### src/rtl/breakout_brick_state.sv
// Brick field state for a Breakout game: alive mask, score, ball hit-test FSM
// and a registered per-pixel brick lookup for the video path.
module breakout_brick_state #(
  parameter int block_width   = 40,
  parameter int block_height  = 20,
  parameter int block_spacing = 5,
  parameter int start_x       = 50,
  parameter int start_y       = 30
) (
  input  logic        clk,
  input  logic        reset,
  input  logic        level_reset,
  input  logic        check_req,
  input  logic [9:0]  ball_x,
  input  logic [9:0]  ball_y,
  input  logic [9:0]  hCount,
  input  logic [9:0]  vCount,
  output logic        busy,
  output logic        check_ack,
  output logic        hit,
  output logic [1:0]  hit_row,
  output logic [3:0]  hit_col,
  output logic [39:0] alive_mask,
  output logic [5:0]  bricks_left,
  output logic        all_cleared,
  output logic [15:0] score,
  output logic        pixel_brick_on,
  output logic [1:0]  pixel_row
);

  localparam int num_cols   = 10;
  localparam int num_rows   = 4;
  localparam int pitch_x    = block_width + block_spacing;
  localparam int pitch_y    = block_height + block_spacing;
  localparam logic [5:0]  full_count = 6'd40;
  localparam logic [39:0] full_mask  = 40'hFF_FFFF_FFFF;

  typedef enum logic [1:0] {IDLE, LOCATE, UPDATE, DONE} state_t;

  typedef struct packed {
    logic       in_brick;
    logic [1:0] row;
    logic [3:0] col;
  } loc_t;

  // Range compares against each column/row window; nothing is subtracted,
  // so points left of or above the grid can never wrap into it.
  function automatic loc_t locate(input logic [9:0] x, input logic [9:0] y);
    loc_t loc;
    logic in_x;
    logic in_y;
    int   xi;
    int   yi;
    loc  = '0;
    in_x = 1'b0;
    in_y = 1'b0;
    xi   = int'(x);
    yi   = int'(y);
    for (int c = 0; c < num_cols; c++) begin
      if (xi >= start_x + c * pitch_x && xi < start_x + c * pitch_x + block_width) begin
        in_x    = 1'b1;
        loc.col = 4'(c);
      end
    end
    for (int r = 0; r < num_rows; r++) begin
      if (yi >= start_y + r * pitch_y && yi < start_y + r * pitch_y + block_height) begin
        in_y    = 1'b1;
        loc.row = 2'(r);
      end
    end
    loc.in_brick = in_x & in_y;
    if (!loc.in_brick) begin
      loc.row = 2'd0;
      loc.col = 4'd0;
    end
    return loc;
  endfunction

  function automatic logic [5:0] brick_index(input logic [1:0] row, input logic [3:0] col);
    return 6'({4'd0, row}) * 6'd10 + 6'({2'd0, col});
  endfunction

  function automatic logic [3:0] row_points(input logic [1:0] row);
    logic [3:0] pts;
    case (row)
      2'd0:    pts = 4'd7;
      2'd1:    pts = 4'd5;
      2'd2:    pts = 4'd3;
      default: pts = 4'd1;
    endcase
    return pts;
  endfunction

  state_t      state;
  state_t      state_next;
  logic [9:0]  test_x;
  logic [9:0]  test_y;
  loc_t        test_loc;
  logic [5:0]  test_idx;
  logic        hit_now;
  logic        accept;
  logic [16:0] score_sum;
  loc_t        pix_loc;
  logic        pix_on_next;

  always_ff @(posedge clk) begin
    if (reset) begin
      state <= IDLE;
    end else begin
      state <= state_next;
    end
  end

  always_comb begin
    state_next = state;
    busy       = 1'b0;
    check_ack  = 1'b0;
    accept     = 1'b0;
    case (state)
      IDLE: begin
        if (check_req && !level_reset) begin
          state_next = LOCATE;
          accept     = 1'b1;
        end
      end
      LOCATE: begin
        busy       = 1'b1;
        state_next = UPDATE;
      end
      UPDATE: begin
        busy       = 1'b1;
        state_next = DONE;
      end
      DONE: begin
        check_ack  = 1'b1;
        state_next = IDLE;
      end
      default: state_next = IDLE;
    endcase
    if (level_reset) begin
      state_next = IDLE;
    end
  end

  assign test_idx  = brick_index(test_loc.row, test_loc.col);
  assign hit_now   = test_loc.in_brick & alive_mask[test_idx];
  assign score_sum = {1'b0, score} + {13'd0, row_points(test_loc.row)};

  // A level restart wins over a hit resolving in the same cycle; the score
  // is never touched by it.
  always_ff @(posedge clk) begin
    if (reset) begin
      test_x      <= '0;
      test_y      <= '0;
      test_loc    <= '0;
      hit         <= 1'b0;
      hit_row     <= '0;
      hit_col     <= '0;
      alive_mask  <= full_mask;
      bricks_left <= full_count;
      score       <= '0;
    end else begin
      if (accept) begin
        test_x <= ball_x;
        test_y <= ball_y;
      end
      if (state == LOCATE) begin
        test_loc <= locate(test_x, test_y);
      end
      if (level_reset) begin
        alive_mask  <= full_mask;
        bricks_left <= full_count;
      end else if (state == UPDATE) begin
        hit <= hit_now;
        if (hit_now) begin
          alive_mask[test_idx] <= 1'b0;
          bricks_left          <= bricks_left - 6'd1;
          score                <= score_sum[16] ? 16'hFFFF : score_sum[15:0];
          hit_row              <= test_loc.row;
          hit_col              <= test_loc.col;
        end
      end
    end
  end

  assign all_cleared = (bricks_left == 6'd0);

  assign pix_loc     = locate(hCount, vCount);
  assign pix_on_next = pix_loc.in_brick & alive_mask[brick_index(pix_loc.row, pix_loc.col)];

  always_ff @(posedge clk) begin
    if (reset) begin
      pixel_brick_on <= 1'b0;
      pixel_row      <= '0;
    end else begin
      pixel_brick_on <= pix_on_next;
      pixel_row      <= pix_on_next ? pix_loc.row : 2'd0;
    end
  end

endmodule

### config.mk
export PLATFORM = sky130hd
export DESIGN_NAME = breakout_brick_state
export DESIGN_NICKNAME = d
export VERILOG_FILES = /design/src/rtl/breakout_brick_state.sv
export SDC_FILE = /design/constraint.sdc
export NUM_CORES = 1
export LEC_CHECK = 0
export BUFFER_PORTS_ARGS = -buffer_cell sky130_fd_sc_hd__buf_2
export CAP_MARGIN = 20
export CORE_MARGIN = 8
export CORE_UTILIZATION = 55
export CTS_BUF_LIST = sky130_fd_sc_hd__clkbuf_4 sky130_fd_sc_hd__clkbuf_8
export CTS_CLUSTER_SIZE = 40
export DETAILED_ROUTE_END_ITERATION = 6
export GPL_ROUTABILITY_DRIVEN = 0
export GPL_TIMING_DRIVEN = 0
export PLACE_DENSITY = 0.82
export RECOVER_POWER = 100
export SYNTH_ARGS = -nofsm -noshare
export SYNTH_HDL_FRONTEND = slang
export SYNTH_SLANG_ARGS = --single-unit
### constraint.sdc
create_clock -name clk -period 7.62 [get_ports clk]
set_input_delay 1.905 -clock clk [delete_from_list [all_inputs] [get_ports clk]]
set_output_delay 1.905 -clock clk [all_outputs]
set_load 0.01 [all_outputs]
== Word level (Yosys, flattened, before mapping) ==
Index checks and enable logic that the tools add are counted.
Operators by class
  bitwise logic cells: 8
  div/mod/pow operators: 0
  add/subtract/negate cells: 4
  order comparisons: 59
  shifts and indexed selects: 0
  reduce and logical (&&, ||, !) cells: 40
  eq/ne operators: 6
  $mul: 2
  multiplexer cells: 72
Operators by type and width (number)
  less-than comparator 10 x 9 -> 1 bit, second input constant: 12
  >= comparator 10 x 9 -> 1 bit, second input constant: 10
  less-than comparator 10 x 7 -> 1 bit, second input constant: 8
  two-way mux 4 bit: 16
  >= comparator 10 x 7 -> 1 bit, second input constant: 6
  >= comparator 10 x 8 -> 1 bit, second input constant: 6
  less-than comparator 10 x 8 -> 1 bit, second input constant: 6
  two-way mux 1 bit: 43
  AND 40 bit: 1
  >= comparator 10 x 6 -> 1 bit, second input constant: 4
  inverter 40 bit: 1
  logical AND 1 bit: 30
  >= comparator 10 x 5 -> 1 bit, second input constant: 2
  less-than comparator 10 x 6 -> 1 bit, second input constant: 2
  adder 16 x 4 -> 17 bit: 1
  two-way mux 16 bit: 1
  less-than comparator 6 x 7 -> 1 bit, second input constant: 2
  adder 6 x 4 -> 6 bit: 2
  binary-select mux 1 bit (select 6 bit): 2
  two-way mux 6 bit: 2
  multiplier 2 x 3 -> 5 bit, second input constant: 2
  two-way mux 2 bit: 5
  case mux 3 bit (3 select lines): 1
  case mux 2 bit (4 select lines): 1
  other kinds (14): 25
Word-level totals
  logic and storage cells: 205
  bits in latches: 0
  RAM bits: 0
  output and inout bits: 75
  bits in read-only memories: 0
  memories kept: 0
  bits of input ports: 44
  register bits: 101

== Depth between registers and ports, before layout ==
  depth after elaboration: 21
  gate-level depth with buffers: 17

== Worst setup path after synthesis ==
No wires, ideal clock.
  path type: input to register
  start point: input port vCount[2]
  end point: register pixel_row[0]
  library setup time: 86 ps
  path buffers: 2
  arrival: 5066 ps
  slack: 2469 ps
  stages on the path: 14
  cell sequence: buf_4 > nor3_1 > a311o_1 > a31oi_1 > o221ai_2 > clkbuf_1 > nor3_1 > ha_1 > fa_1 > xor2_1 > nand3_1 > o221ai_1 > or4_4 > a211oi_1
RTL lines
  from (decl): RTL line 17  | input logic [9:0] vCount,
  to (signal assigned): RTL line 197  | pixel_row <= pix_on_next ? pix_loc.row : 2'd0;
  to (decl): RTL line 28  | output logic [1:0] pixel_row

==> impl_metrics.csv <==
group,metric,value,unit
global_routing,grt_overflow_total,0,
global_routing,combined_global_route_utilization_of_all_metal_layers,22.6,%
floorplan,fp.dieArea,15100,um^2
worst_setup_path,worst_setup_path_start_kind,"input pin",
synthesis,synth_seq_area_share,32.3,%
synthesis,synth_async_sr_flop_share,0,%
clock_tree,clk_pin_slew_worst_paths,0.09,ns
final_layout,design.final.nets,980,
final_layout,fin_util,62.9,%
worst_setup_path,path_delay_family,"compound AO/OA/AOI/OAI gates",
worst_setup_path,reg2reg_slack,2.80,ns
clock_tree,cts-root-buf,"clkbuf_8",
worst_setup_path,critPathLaunch,"vCount[4]",
drt,drt.antenna.violating_nets,0,
final_layout,number_of_filler_cells_placed_in_the_layout,1071,
worst_setup_path,timing.critical_path.fanout_max,10,
timing,upper_clock_frequency_limit,188,MHz
worst_setup_path,r2r_start,"test_loc[4]",
synthesis,ys_types,81,
global_routing,number_of_antenna_violations_at_the_first_check_in_global_routing,0,
clock_tree,cts-htree-levels,3,
status,run_status,"complete, no violations",
clock_tree,cts-root-to-sink-buffers,2,
timing,worst_slew_pin_slew,1.26,ns
synthesis,synth.cells.most_frequent,"nand2_1, dfxtp_1, a21oi_1",
synthesis,synth.yosys.warnings,0,
worst_setup_path,cp_cell_sequence,"clkbuf_1, inv_1, nor3_1, a31oi_1, o221ai_1, clkbuf_1, nor3_1, ha_1, fa_1, xor2_1, nand3_1, o22ai_1, or2_2, a21oi_1, o221ai_1, a211oi_1",
final_layout,layout-drive-gt1-share,11.5,%
clock_tree,clock_latency,0.37,ns
timing,headroom_to_the_max_slew_limit,14.8,%
pwr,pleak,2.53,nW
timing,finalCritPeriodShare,70.0,%
clock_tree,post_cts_resize_count,0,
synthesis,post_synth.cell_area_avg,7.86,um^2
clock_tree,clkSinkCount,101,
timing,setup_viol_count_final,0,
synthesis,synthMostInstantiatedCell,"nand2_1",
worst_setup_path,timing.reg2reg.worst_path_depth,13,
timing,hold_viol,0,
pwr,worst_ir_drop_vdd,0.116,mV
timing,timing.final.max_slew_violations,0,
synthesis,ys_ff_latch,101,
clock_tree,postCtsSetupRepairBufs,0,
floorplan,floorplan.die.width,123,um
worst_setup_path,critical_path.slowest_cell,"o221ai_1",
timing,worst_clock_skew,0.00893,ns
worst_setup_path,crit_path_max_incr_delay,0.47,ns
timing,layout_min_cycle_time,5.33,ns
global_routing,first_global_vias,5871,
worst_hold_path,hold_path.class,"register to register",
placed_design,buffer_ports.inserted,111,
worst_setup_path,crit_path_end,"pixel_row[0]",
drt,first_iter_violations,572,
synthesis,synth_ff_type,"dfxtp_1",
worst_setup_path,r2r-end,"score[8]",
global_routing,grt_pass1_wl,28000,um
floorplan,top_level_ports,119,
floorplan,num_rows,39,
drt,routed_wire_length_per_instance,16.5,um
worst_setup_path,cp-end-kind,"register",
synthesis,synth_largest_area_cell,"dfxtp_1",
synthesis,synthesis.instances,796,
drt,vias_per_cell,6.09,
flow_run,cap_viol_max_count,0,
placed_design,place_worst_setup_slack,2.15,ns
floorplan,start_util,55.5,%
worst_setup_path,critical_path_arrival,5.62,ns
clock_tree,postCtsHoldBufs,0,
drt,detailroute.via_count,6484,
synthesis,netlist_top_cells_area,"dfxtp_1, nand2_1, a21oi_1, o21ai_0, nor2_1",
floorplan,die_h,123,um
synthesis,synth_nets,858,
timing,setup_ws,2.29,ns
synthesis,synth-edff-count,0,
clock_tree,cts-buffers-inserted,9,
pwr,cellPowerDensity,143,nW/um^2
final_layout,areaGrowthSynthToFinish,13.4,%
drt,detail_route.wirelength,17500,um
worst_setup_path,crit_type,"input pin to register",
floorplan,coreArea,11300,um^2
synthesis,area_share_of_the_largest_cell_type_after_synthesis,32.3,%
drt,drt_first_pass_iters,5,
timing,timing.setup.tns,0,ns
global_routing,maximum_number_of_pins_on_one_net_before_global_route_repair,16,
worst_setup_path,cp.depth,16,
worst_setup_path,timing.critical_path.buf_inv,3,
clock_tree,tritoncts_clock_tree,"yes",
synthesis,mappedNetlistArea,6260,um^2
timing,unrepaired_setup_endpoints_after_global_routing,"no",
worst_setup_path,worst-endpoint-required,7.91,ns
final_layout,diodes,0,
placed_design,hpwl,13100,um
drt,detail_route.drc_violations,0,
per-stage QoR:
step,total power [W],hold WS (ns),cells,cell area (um^2)
3_5_place_dp,0.000655,0.450,1050,6990
3_3_place_gp,0.000653,0.442,1050,6990
6_report,0.00102,0.464,1064,7100
5_1_grt,0.00105,0.475,1064,7100
4_1_cts,0.00102,0.462,1064,7210
2_1_floorplan,0.000623,0.436,796,6260
cell families after synthesis:
| family | share of synthesized area [%] |
|---|---|
| multiplexers | 6.88 |
| AO/OA/AOI/OAI | 24.7 |
| AND/OR/NAND/NOR | 24.6 |
| buffers and inverters | 6.08 |
| flip-flops | 32.3 |
| XOR/XNOR | 1.40 |
| adder cells (fa/ha/maj) | 3.96 |
where the power goes:
group / switching, W / leakage [nW] / total (W) / internal [W]
Combinational: 0.0000680 / 1.60 / 0.000107 / 0.0000390
Clock: 0.000181 / 0.108 / 0.000371 / 0.000190
Sequential: 0.00000396 / 0.817 / 0.000537 / 0.000533
Total: 0.000253 / 2.53 / 0.00102 / 0.000762
worst min path at each step:
stage	startpoint	end	slack (ns)	cells after the start
2_1_floorplan	test_y[9]	test_y[9]	0.44	2
3_3_place_gp	hit_col[0]	hit_col[0]	0.44	2
3_5_place_dp	test_y[7]	test_y[7]	0.45	2
4_1_cts	test_y[7]	test_y[7]	0.46	2
5_1_grt	test_y[7]	test_y[7]	0.47	2
6_report	hit_col[0]	hit_col[0]	0.46	2
routing by layer:
layer,global-route usage (%),vias to the layer above,routed length (um)
met1,29.2,3009,7580
met4,11.2,0,588
met5,0,-,0
met2,35.8,281,8080
li1,-,3140,-
met3,3.77,54,1280
flip-flops by register name, summed over array words and instances (netlist names):
name            cells
score              16
pixel_brick_on      1
hit                 1
test_x             10
test_loc            7
pixel_row           2
hit_col             4
hit_row             2
test_y             10
state               2
bricks_left         6
alive_mask         40
placed cells by master (no fill, tap or decap), types with 16 or more instances in the layout:
cell type  instances
nor3_1            31
nand3_1           26
nor2_1            56
a21oi_1           65
inv_1             26
o21ai_0           61
buf_2             46
clkbuf_1         117
mux2i_1           16
dfxtp_1          101
nand2_1          117
tightest hold or removal path, delay by kind of cell (launching register included):
kind	cells	cell delay, ns
flip-flops	1	0.32
AND/OR/NAND/NOR	1	0.05
AO/OA/AOI/OAI	1	0.05
area by class of cell:
type | count | area, um^2 | area share [%]
flip-flops and latches | 101 | 2020 | 28.5
plain buffers | 60 | 272 | 3.83
clock buffers | 10 | 138 | 1.94
clock inverters | 4 | 73.8 | 1.04
repair buffers | 111 | 462 | 6.51
multi-input cells | 607 | 3840 | 54.2
well taps | 143 | 179 | 2.52
inverters | 28 | 105 | 1.48
(Power assumes the default switching activity.)
